File: src/rtl/channel_llr_buffer_if.sv
// Handshake and read bus between an LLR producer/decoder (master) and the
// ping-pong channel LLR buffer (slave).
interface channel_llr_buffer_if #(
  parameter int unsigned n = 3,
  parameter int unsigned p = 1,
  parameter int unsigned Q = 6,
  parameter int unsigned W = 2
);
  localparam int unsigned G = 2 ** (p + 1);

  logic             in_valid;
  logic             in_ready;
  logic [W*Q-1:0]   in_llr;
  logic             frame_ready;
  logic             dec_take;
  logic             dec_done;
  logic             rd_en;
  logic [n-p-2:0]   rd_addr;
  logic [G*Q-1:0]   rd_data;
  logic             rd_valid;

  modport master (
    output in_valid, in_llr, dec_take, dec_done, rd_en, rd_addr,
    input  in_ready, frame_ready, rd_data, rd_valid
  );

  modport slave (
    input  in_valid, in_llr, dec_take, dec_done, rd_en, rd_addr,
    output in_ready, frame_ready, rd_data, rd_valid
  );
endinterface

File: src/rtl/channel_llr_buffer.sv
// Two-bank ping-pong buffer: frames stream in as W-LLR beats and are handed to
// the decoder in arrival order, which then reads G LLRs per registered access.
module channel_llr_buffer #(
  parameter int unsigned n = 3,
  parameter int unsigned p = 1,
  parameter int unsigned Q = 6,
  parameter int unsigned W = 2
) (
  input  logic                 clk,
  input  logic                 rst,
  channel_llr_buffer_if.slave  bus
);
  localparam int unsigned N      = 2 ** n;
  localparam int unsigned G      = 2 ** (p + 1);
  localparam int unsigned B      = N / W;
  localparam int unsigned CntW   = (B > 1) ? $clog2(B) : 1;
  localparam int unsigned FrameW = N * Q;
  localparam int unsigned BeatW  = W * Q;
  localparam int unsigned GrpW   = G * Q;

  localparam logic [1:0] StEmpty   = 2'd0;
  localparam logic [1:0] StLoading = 2'd1;
  localparam logic [1:0] StFull    = 2'd2;
  localparam logic [1:0] StActive  = 2'd3;

  localparam logic [CntW-1:0] LastBeat = CntW'(B - 1);

  logic [1:0]        st_q [2];
  logic [1:0]        st_d [2];
  logic              wr_ptr_q, wr_ptr_d;
  logic              tk_ptr_q, tk_ptr_d;
  logic [CntW-1:0]   cnt_q, cnt_d;
  logic [FrameW-1:0] bank_q [2];
  logic [FrameW-1:0] bank_d [2];
  logic [GrpW-1:0]   rd_data_q, rd_data_d;
  logic              rd_valid_q, rd_valid_d;

  logic active_any;
  logic active_idx;
  logic accept;
  logic take;
  logic done;

  // At most one bank is ever ACTIVE, since a take requires none to be.
  assign active_any = (st_q[0] == StActive) || (st_q[1] == StActive);
  assign active_idx = (st_q[1] == StActive);

  assign bus.in_ready    = (st_q[wr_ptr_q] == StEmpty) || (st_q[wr_ptr_q] == StLoading);
  assign bus.frame_ready = (st_q[tk_ptr_q] == StFull) && !active_any;
  assign bus.rd_data     = rd_data_q;
  assign bus.rd_valid    = rd_valid_q;

  assign accept = bus.in_valid && bus.in_ready;
  assign take   = bus.dec_take && bus.frame_ready;
  assign done   = bus.dec_done && active_any;

  always_comb begin
    st_d     = st_q;
    wr_ptr_d = wr_ptr_q;
    tk_ptr_d = tk_ptr_q;
    cnt_d    = cnt_q;
    bank_d   = bank_q;

    if (accept) begin
      bank_d[wr_ptr_q][32'(cnt_q) * BeatW +: BeatW] = bus.in_llr;
      if (cnt_q == LastBeat) begin
        st_d[wr_ptr_q] = StFull;
        wr_ptr_d       = ~wr_ptr_q;
        cnt_d          = '0;
      end else begin
        st_d[wr_ptr_q] = StLoading;
        cnt_d          = cnt_q + 1'b1;
      end
    end

    // take and done are mutually exclusive: take needs no ACTIVE bank, done needs one.
    if (take) begin
      st_d[tk_ptr_q] = StActive;
      tk_ptr_d       = ~tk_ptr_q;
    end

    if (done) begin
      st_d[active_idx] = StEmpty;
    end
  end

  always_comb begin
    rd_data_d  = '0;
    rd_valid_d = 1'b0;
    if (bus.rd_en && active_any) begin
      rd_data_d  = bank_q[active_idx][32'(bus.rd_addr) * GrpW +: GrpW];
      rd_valid_d = 1'b1;
    end
  end

  always_ff @(posedge clk) begin
    if (rst) begin
      st_q[0]    <= StEmpty;
      st_q[1]    <= StEmpty;
      wr_ptr_q   <= 1'b0;
      tk_ptr_q   <= 1'b0;
      cnt_q      <= '0;
      rd_data_q  <= '0;
      rd_valid_q <= 1'b0;
    end else begin
      st_q       <= st_d;
      wr_ptr_q   <= wr_ptr_d;
      tk_ptr_q   <= tk_ptr_d;
      cnt_q      <= cnt_d;
      rd_data_q  <= rd_data_d;
      rd_valid_q <= rd_valid_d;
    end
  end

  // Frame storage is deliberately left out of reset.
  always_ff @(posedge clk) begin
    bank_q <= bank_d;
  end
endmodule

File: src/flat_wrapper.sv
// flat-port wrapper written by rule: the top's interface ports become plain ports
module channel_llr_buffer_flat 
#(
  parameter int unsigned n = 3,
  parameter int unsigned p = 1,
  parameter int unsigned Q = 6,
  parameter int unsigned W = 2
)
  (clk, rst, bus_in_valid, bus_in_llr, bus_dec_take, bus_dec_done, bus_rd_en, bus_rd_addr, bus_in_ready, bus_frame_ready, bus_rd_data, bus_rd_valid);
  channel_llr_buffer_if #(.n(n), .p(p), .Q(Q), .W(W)) bus_i ();
  input  logic clk;
  input  logic rst;
  input wire logic [$bits(bus_i.in_valid)-1:0] bus_in_valid;
  input wire logic [$bits(bus_i.in_llr)-1:0] bus_in_llr;
  input wire logic [$bits(bus_i.dec_take)-1:0] bus_dec_take;
  input wire logic [$bits(bus_i.dec_done)-1:0] bus_dec_done;
  input wire logic [$bits(bus_i.rd_en)-1:0] bus_rd_en;
  input wire logic [$bits(bus_i.rd_addr)-1:0] bus_rd_addr;
  output wire logic [$bits(bus_i.in_ready)-1:0] bus_in_ready;
  output wire logic [$bits(bus_i.frame_ready)-1:0] bus_frame_ready;
  output wire logic [$bits(bus_i.rd_data)-1:0] bus_rd_data;
  output wire logic [$bits(bus_i.rd_valid)-1:0] bus_rd_valid;
  assign bus_i.in_valid = bus_in_valid;
  assign bus_i.in_llr = bus_in_llr;
  assign bus_i.dec_take = bus_dec_take;
  assign bus_i.dec_done = bus_dec_done;
  assign bus_i.rd_en = bus_rd_en;
  assign bus_i.rd_addr = bus_rd_addr;
  assign bus_in_ready = bus_i.in_ready;
  assign bus_frame_ready = bus_i.frame_ready;
  assign bus_rd_data = bus_i.rd_data;
  assign bus_rd_valid = bus_i.rd_valid;
  channel_llr_buffer #(.n(n), .p(p), .Q(Q), .W(W)) u_core (.clk(clk), .rst(rst), .bus(bus_i));
endmodule
File: config.mk
export PLATFORM = sky130hd
export DESIGN_NAME = channel_llr_buffer_flat
export DESIGN_NICKNAME = d
export VERILOG_FILES = /design/src/rtl/channel_llr_buffer_if.sv /design/src/rtl/channel_llr_buffer.sv /design/src/flat_wrapper.sv
export SDC_FILE = /design/constraint.sdc
export NUM_CORES = 1
export LEC_CHECK = 0
export BUFFER_PORTS_ARGS = -buffer_cell sky130_fd_sc_hd__buf_2
export CORE_ASPECT_RATIO = 0.5
export CORE_MARGIN = 3
export CORE_UTILIZATION = 40
export DETAILED_ROUTE_END_ITERATION = 16
export GPL_TIMING_DRIVEN = 0
export HOLD_SLACK_MARGIN = 0.06
export PLACE_DENSITY = 0.55
export SETUP_SLACK_MARGIN = 0.2
export SLEW_MARGIN = 10
export SYNTH_ARGS = -nofsm -noshare
export SYNTH_HDL_FRONTEND = slang
export SYNTH_SLANG_ARGS = --single-unit
export TNS_END_PERCENT = 5
File: constraint.sdc
create_clock -name clk -period 5.3 [get_ports clk]
set_input_delay 0.53 -clock clk [delete_from_list [all_inputs] [get_ports clk]]
set_output_delay 0.53 -clock clk [all_outputs]
set_load 0.01 [all_outputs]
=== Yosys cells after proc, flatten, opt, wreduce, memory -nomap -nowiden ===
Cells that the tools add are included.

* Bits in writable memories: 0
* Memories: 0
* ROM bits: 0
* Bits in latches: 0
* Word-level logic and storage cells: 80
* Output and inout port bits: 27
* Register bits: 129

* Div/mod/pow operators: 0
* $lt $le $gt $ge: 6
* Bitwise gates (word level): 15
* Shift operators: 3
* $mul: 2
* Reductions and logical operators: 14
* Eq/ne operators: 5
* $add $sub $neg: 2
* Mux-type cells: 24

{| class="wikitable"
|+ Operators with widths
! cell !! count
|-
| $mux 48 || 4
|-
| $bwmux 96 || 1
|-
| $demux 48 s1 || 1
|-
| $shift 12x34->48 const A || 1
|-
| $shiftx 12x34->48 || 1
|-
| $shiftx 48x7->24 || 1
|-
| $neg 6->34 || 1
|-
| $mux 2 || 10
|-
| $mux 4 || 4
|-
| $eq 2x2->1 const B || 4
|-
| $logic_and 1x1->1 || 8
|-
| $demux 2 s1 || 3
|-
| $ge 2x2->1 const B || 3
|-
| $lt 2x1->1 const B || 3
|-
| $not 1->2 || 3
|-
| $and 2x2->2 || 2
|-
| $and 4x4->4 || 1
|-
| $mul 2x2->4 const B || 1
|-
| $not 2->2 || 2
|-
| $not 4->4 || 1
|-
| $or 2x2->2 || 2
|-
| $or 4x4->4 || 1
|-
| $mul 1x2->3 const B || 1
|-
| $not 1->1 || 3
|-
| other kinds (8) || 9
|}

=== Logic depth before layout (Yosys ltp) ===
* Depth after elaboration: 13
* Mapped depth: 8
* Mapped depth without buffers: 5

=== Least setup slack after synthesis ===
Ideal clock, no wire load.

* Path type: reg-to-reg
* Start point: register u_core.cnt_q[0]
* End point: register u_core.bank_q[0] (netlist bit), data pin
* Clock period less this slack: 2.154 ns
* Data arrival time: 2.017 ns
* Cell stages (with the launch flop): 8
* Required time: 5.162 ns
* Path buffers: 3
* Slack: 3.146 ns
* Path through: dfxtp_1 > buf_2 > buf_2 > inv_1 > ha_1 > clkbuf_1 > nor4_2 > and2_1

* Word-level cells in the longest chain between the ends: 6
* Elaborated cells on any way between the ends: 7

{| class="wikitable"
|+ Ends and longest elaborated chain
! element !! RTL line !! source
|-
| start: declaration || channel_llr_buffer.sv:32 || <nowiki>logic [CntW-1:0] cnt_q, cnt_d;</nowiki>
|-
| start signal: assignment || channel_llr_buffer.sv:109 || <nowiki>cnt_q <= cnt_d;</nowiki>
|-
| $mul 2x2->4 (*) || channel_llr_buffer.sv:65 || <nowiki>bank_d[wr_ptr_q][32'(cnt_q) * BeatW +: BeatW] = bus.in_llr;</nowiki>
|-
| $neg 6->34 (*) || channel_llr_buffer.sv:65 ||
|-
| $shift 12x34->48 || channel_llr_buffer.sv:65 ||
|-
| $mux 48 (not written as such) || channel_llr_buffer.sv:65 ||
|-
| $demux 48 s1 || channel_llr_buffer.sv:65 ||
|-
| $bwmux 96 (*) || channel_llr_buffer.sv:65 ||
|-
| end signal: assignment || channel_llr_buffer.sv:117 || <nowiki>bank_q <= bank_d;</nowiki>
|-
| end: declaration || channel_llr_buffer.sv:33 || <nowiki>logic [FrameW-1:0] bank_q [2];</nowiki>
|}

Every way passes the cells marked *; elsewhere a longest branch is shown, timed or not.
A chain may end at the register's enable or synchronous reset.

=== Final worst setup path ===
* Start point: register u_core.cnt_q[0]
* End point: register u_core.bank_q[54] (netlist bit), data pin

The elaborated chain is that of the path after synthesis.

==> impl_metrics.xml <==
<?xml version="1.0" encoding="UTF-8"?>
<metrics>
  <group name="routing">
    <metric name="routed_vias_inst" unit="">5.30</metric>
    <metric name="wl" unit="mm">11.9</metric>
    <metric name="vias" unit="">3085</metric>
    <metric name="drt_iter0_markers" unit="">232</metric>
    <metric name="drc" unit="">0</metric>
    <metric name="detail_route.first_pass.iterations" unit="">5</metric>
    <metric name="wl_per_cell" unit="um">20.4</metric>
    <metric name="drtAntennaViolNets" unit="">0</metric>
  </group>
  <group name="logic_synthesis">
    <metric name="synth_area_per_cell" unit="um^2">15.7</metric>
    <metric name="syn_area" unit="um^2">5300</metric>
    <metric name="netlist_instances" unit="">337</metric>
    <metric name="async_reset_ff_frac" unit="">0</metric>
    <metric name="synthesis.yosys.warnings" unit="">0</metric>
    <metric name="synth_enable_flop_cells" unit="">96</metric>
    <metric name="synth-seq-area-share" unit="">0.668</metric>
    <metric name="ys_ff_latch" unit="">129</metric>
    <metric name="synth_cell_types" unit="">43</metric>
    <metric name="net_count_synth" unit="">363</metric>
    <metric name="synthFlopType" unit="">edfxtp_1</metric>
    <metric name="post_synth_main_area_contributors" unit="">edfxtp_1 54%, dfxtp_1 12%, mux4_2 9.3%</metric>
    <metric name="cell_taking_the_most_area_after_synthesis" unit="">edfxtp_1</metric>
    <metric name="yosysTopAreaCellShare" unit="">0.544</metric>
  </group>
  <group name="critical_path">
    <metric name="critical_path_peak_fanout" unit="">10</metric>
    <metric name="critical_path.cell_chain" unit="">buf_2, buf_2, inv_1, ha_1, clkbuf_1, clkbuf_1, nor4_1</metric>
    <metric name="regToRegSetupSlack" unit="ps">2340</metric>
    <metric name="r2r_cells" unit="">7</metric>
    <metric name="critPathTopFamily" unit="">buffers and inverters</metric>
    <metric name="critPathRequiredTime" unit="ps">5410</metric>
    <metric name="worst-path-buf-inv" unit="">5</metric>
    <metric name="worstSetupPathType" unit="">reg2reg</metric>
    <metric name="worstReg2RegEnd" unit="">u_core.bank_q[54]</metric>
    <metric name="critical-path-max-stage-delay" unit="ps">780</metric>
    <metric name="timing.critical_path.slowest_stage_cell" unit="">nor4_1</metric>
    <metric name="endpoint_kind" unit="">flop</metric>
    <metric name="critPathArrivalTime" unit="ps">3070</metric>
    <metric name="beginning_of_the_worst_register_to_register_path" unit="">u_core.cnt_q[0]</metric>
    <metric name="type_of_origin_of_the_critical_path" unit="">flop</metric>
  </group>
  <group name="placed_design">
    <metric name="portBuffers" unit="">44</metric>
    <metric name="number_of_instances_in_the_placed_design" unit="">551</metric>
    <metric name="gpl_wtd_cong" unit="">0.873</metric>
    <metric name="hpwl" unit="mm">8.23</metric>
  </group>
  <group name="clock_network">
    <metric name="post_cts_resize_count" unit="">0</metric>
    <metric name="clk_root_buffer_cell" unit="">clkbuf_16</metric>
    <metric name="tritoncts" unit="">built</metric>
    <metric name="clock_latency" unit="ps">420</metric>
    <metric name="path_clk_slew" unit="ps">60</metric>
    <metric name="post_cts_buffers" unit="">0</metric>
    <metric name="cts.htree.levels" unit="">4</metric>
    <metric name="hold_buffers" unit="">0</metric>
    <metric name="numCtsBuffers" unit="">17</metric>
    <metric name="clock_path_buffers" unit="">2</metric>
    <metric name="clock_sinks" unit="">129</metric>
  </group>
  <group name="die">
    <metric name="placeableCoreArea" unit="um^2">12800</metric>
    <metric name="top_level_ports" unit="">46</metric>
    <metric name="initial_core_utilization" unit="">0.414</metric>
    <metric name="die_width" unit="um">169</metric>
    <metric name="overall_die_area" unit="um^2">14800</metric>
    <metric name="fp.dieH" unit="um">87.4</metric>
    <metric name="row_count" unit="">29</metric>
  </group>
  <group name="global_route">
    <metric name="grt_first_pass_wirelength" unit="mm">18.3</metric>
    <metric name="grt_use_total" unit="">0.173</metric>
    <metric name="antenna_violations_before_repair" unit="">0</metric>
    <metric name="largest_net_degree_at_the_start_of_global_routing" unit="">17</metric>
    <metric name="first_global_vias" unit="">3124</metric>
    <metric name="grt_overflow_total" unit="">0</metric>
  </group>
  <group name="finish">
    <metric name="n_fill_cell" unit="">1081</metric>
    <metric name="antenna_diodes" unit="">0</metric>
    <metric name="area_delta_synth_final" unit="%">21.5</metric>
    <metric name="most-common-layout-cells" unit="">96 x edfxtp_1, 46 x buf_2, 33 x dfxtp_1</metric>
    <metric name="layout_commonest_cell" unit="">edfxtp_1</metric>
    <metric name="final-instance-count-excl-fill" unit="">582</metric>
    <metric name="nets" unit="">426</metric>
    <metric name="layout_cells_sized_above_1" unit="">0.257</metric>
  </group>
  <group name="sta">
    <metric name="max_freq" unit="MHz">338</metric>
    <metric name="timing.final.hold_violations" unit="">0</metric>
    <metric name="final_max_slew_viol_count" unit="">0</metric>
    <metric name="slew-limit-headroom" unit="">0.447</metric>
    <metric name="setup_repair_after_global_routing_missed_its_margin" unit="">no</metric>
    <metric name="finalSetupTns" unit="ps">0</metric>
    <metric name="worst-slew-pin-transition" unit="ps">822</metric>
    <metric name="finalClockSkew" unit="ps">8.17</metric>
    <metric name="period_share" unit="">0.558</metric>
    <metric name="setup_viol_count_final" unit="">0</metric>
    <metric name="timing.final.crit_period" unit="ps">2960</metric>
  </group>
  <group name="worst_hold_path">
    <metric name="hold_path.class" unit="">in2reg</metric>
    <metric name="holdPathEnd" unit="">u_core.st_q[1]</metric>
    <metric name="holdCritStartpoint" unit="">bus_dec_done</metric>
    <metric name="min_delay_path_depth" unit="">2</metric>
  </group>
  <group name="outcome">
    <metric name="run_status" unit="">complete, no violations</metric>
  </group>
  <group name="run">
    <metric name="timing.max_cap.violations" unit="">0</metric>
  </group>
  <group name="power_and_ir_drop">
    <metric name="ir_worst_vdd" unit="uV">194</metric>
    <metric name="pwr_density_cell" unit="nW/um^2">413</metric>
    <metric name="static-leakage-power" unit="nW">2.29</metric>
  </group>
</metrics>
routing by layer:
layer	global-route usage	part of all wire
met5	0	0
met4	0.0713	0.014
met3	0.0485	0.045
met2	0.257	0.45
met1	0.242	0.49
worst register-to-register path, stage by stage (launching register included):
cell	delay (ps)
dfxtp_1	380
buf_2	250
buf_2	260
inv_1	170
ha_1	320
clkbuf_1	200
clkbuf_1	280
nor4_1	780
how the worst max path moves through the flow:
stage | startpoint | to | cells after the start
6_report | u_core.cnt_q[0] | u_core.bank_q[54] | 7
5_1_grt | u_core.cnt_q[0] | u_core.bank_q[19] | 7
4_1_cts | u_core.cnt_q[0] | u_core.bank_q[19] | 7
3_3_place_gp | u_core.cnt_q[0] | u_core.bank_q[19] | 7
3_5_place_dp | u_core.cnt_q[0] | u_core.bank_q[67] | 7
2_1_floorplan | u_core.cnt_q[0] | u_core.bank_q[0] | 7
synthesized netlist by cell type (7+ instances only):
cell type / number
and2_1: 15
dfxtp_1: 33
nor4_1: 8
nor4b_1: 8
nor2b_1: 25
clkbuf_1: 16
inv_1: 9
mux4_2: 22
ha_1: 7
edfxtp_1: 96
nand2_1: 13
a21oi_1: 9
nor4bb_1: 8
state kept, by name, indices dropped and copies added, names as in the netlist:
| name | flops |
|---|---|
| u_core.bus.rd_valid | 1 |
| u_core.st_q | 4 |
| u_core.bank_q | 96 |
| u_core.cnt_q | 2 |
| u_core.tk_ptr_q | 1 |
| u_core.wr_ptr_q | 1 |
| u_core.bus.rd_data | 24 |
logic make-up after synthesis:
logic type,synth area share
buf+inv,0.0260
flops,0.668
fa+ha+maj,0.0165
simple gates,0.139
mux,0.115
compound gates,0.0349
metrics by stage:
stage / hold WS, ps / cell area [um^2] / util / worst slack, ps / power [mW]
3_3_place_gp: 527 / 5730 / 0.448 / 2500 / 1.27
2_1_floorplan: 502 / 5300 / - / 3150 / 1.22
6_report: 341 / 6440 / 0.503 / 2340 / 2.66
4_1_cts: 322 / 6440 / 0.503 / 2410 / 2.68
3_5_place_dp: 560 / 5730 / 0.448 / 2400 / 1.27
5_1_grt: 334 / 6440 / 0.503 / 2160 / 2.74
power by group:
part | switching [mW] | internal (mW)
clock | 0.434 | 0.975
combinational | 0.0917 | 0.0541
sequential | 0.00567 | 1.10
area by class of cell:
cell class / count / area (um^2) / area share
Buffer: 21 / 104 / 0.0161
Clock buffer: 17 / 425 / 0.0660
Clock inverter: 14 / 284 / 0.0441
Inverter: 9 / 33.8 / 0.00524
Multi-Input combinational cell: 178 / 1620 / 0.251
Sequential cell: 129 / 3540 / 0.550
Tap cell: 170 / 213 / 0.0330
Timing Repair Buffer: 44 / 220 / 0.0342
Power figures use the tool's default switching activity.
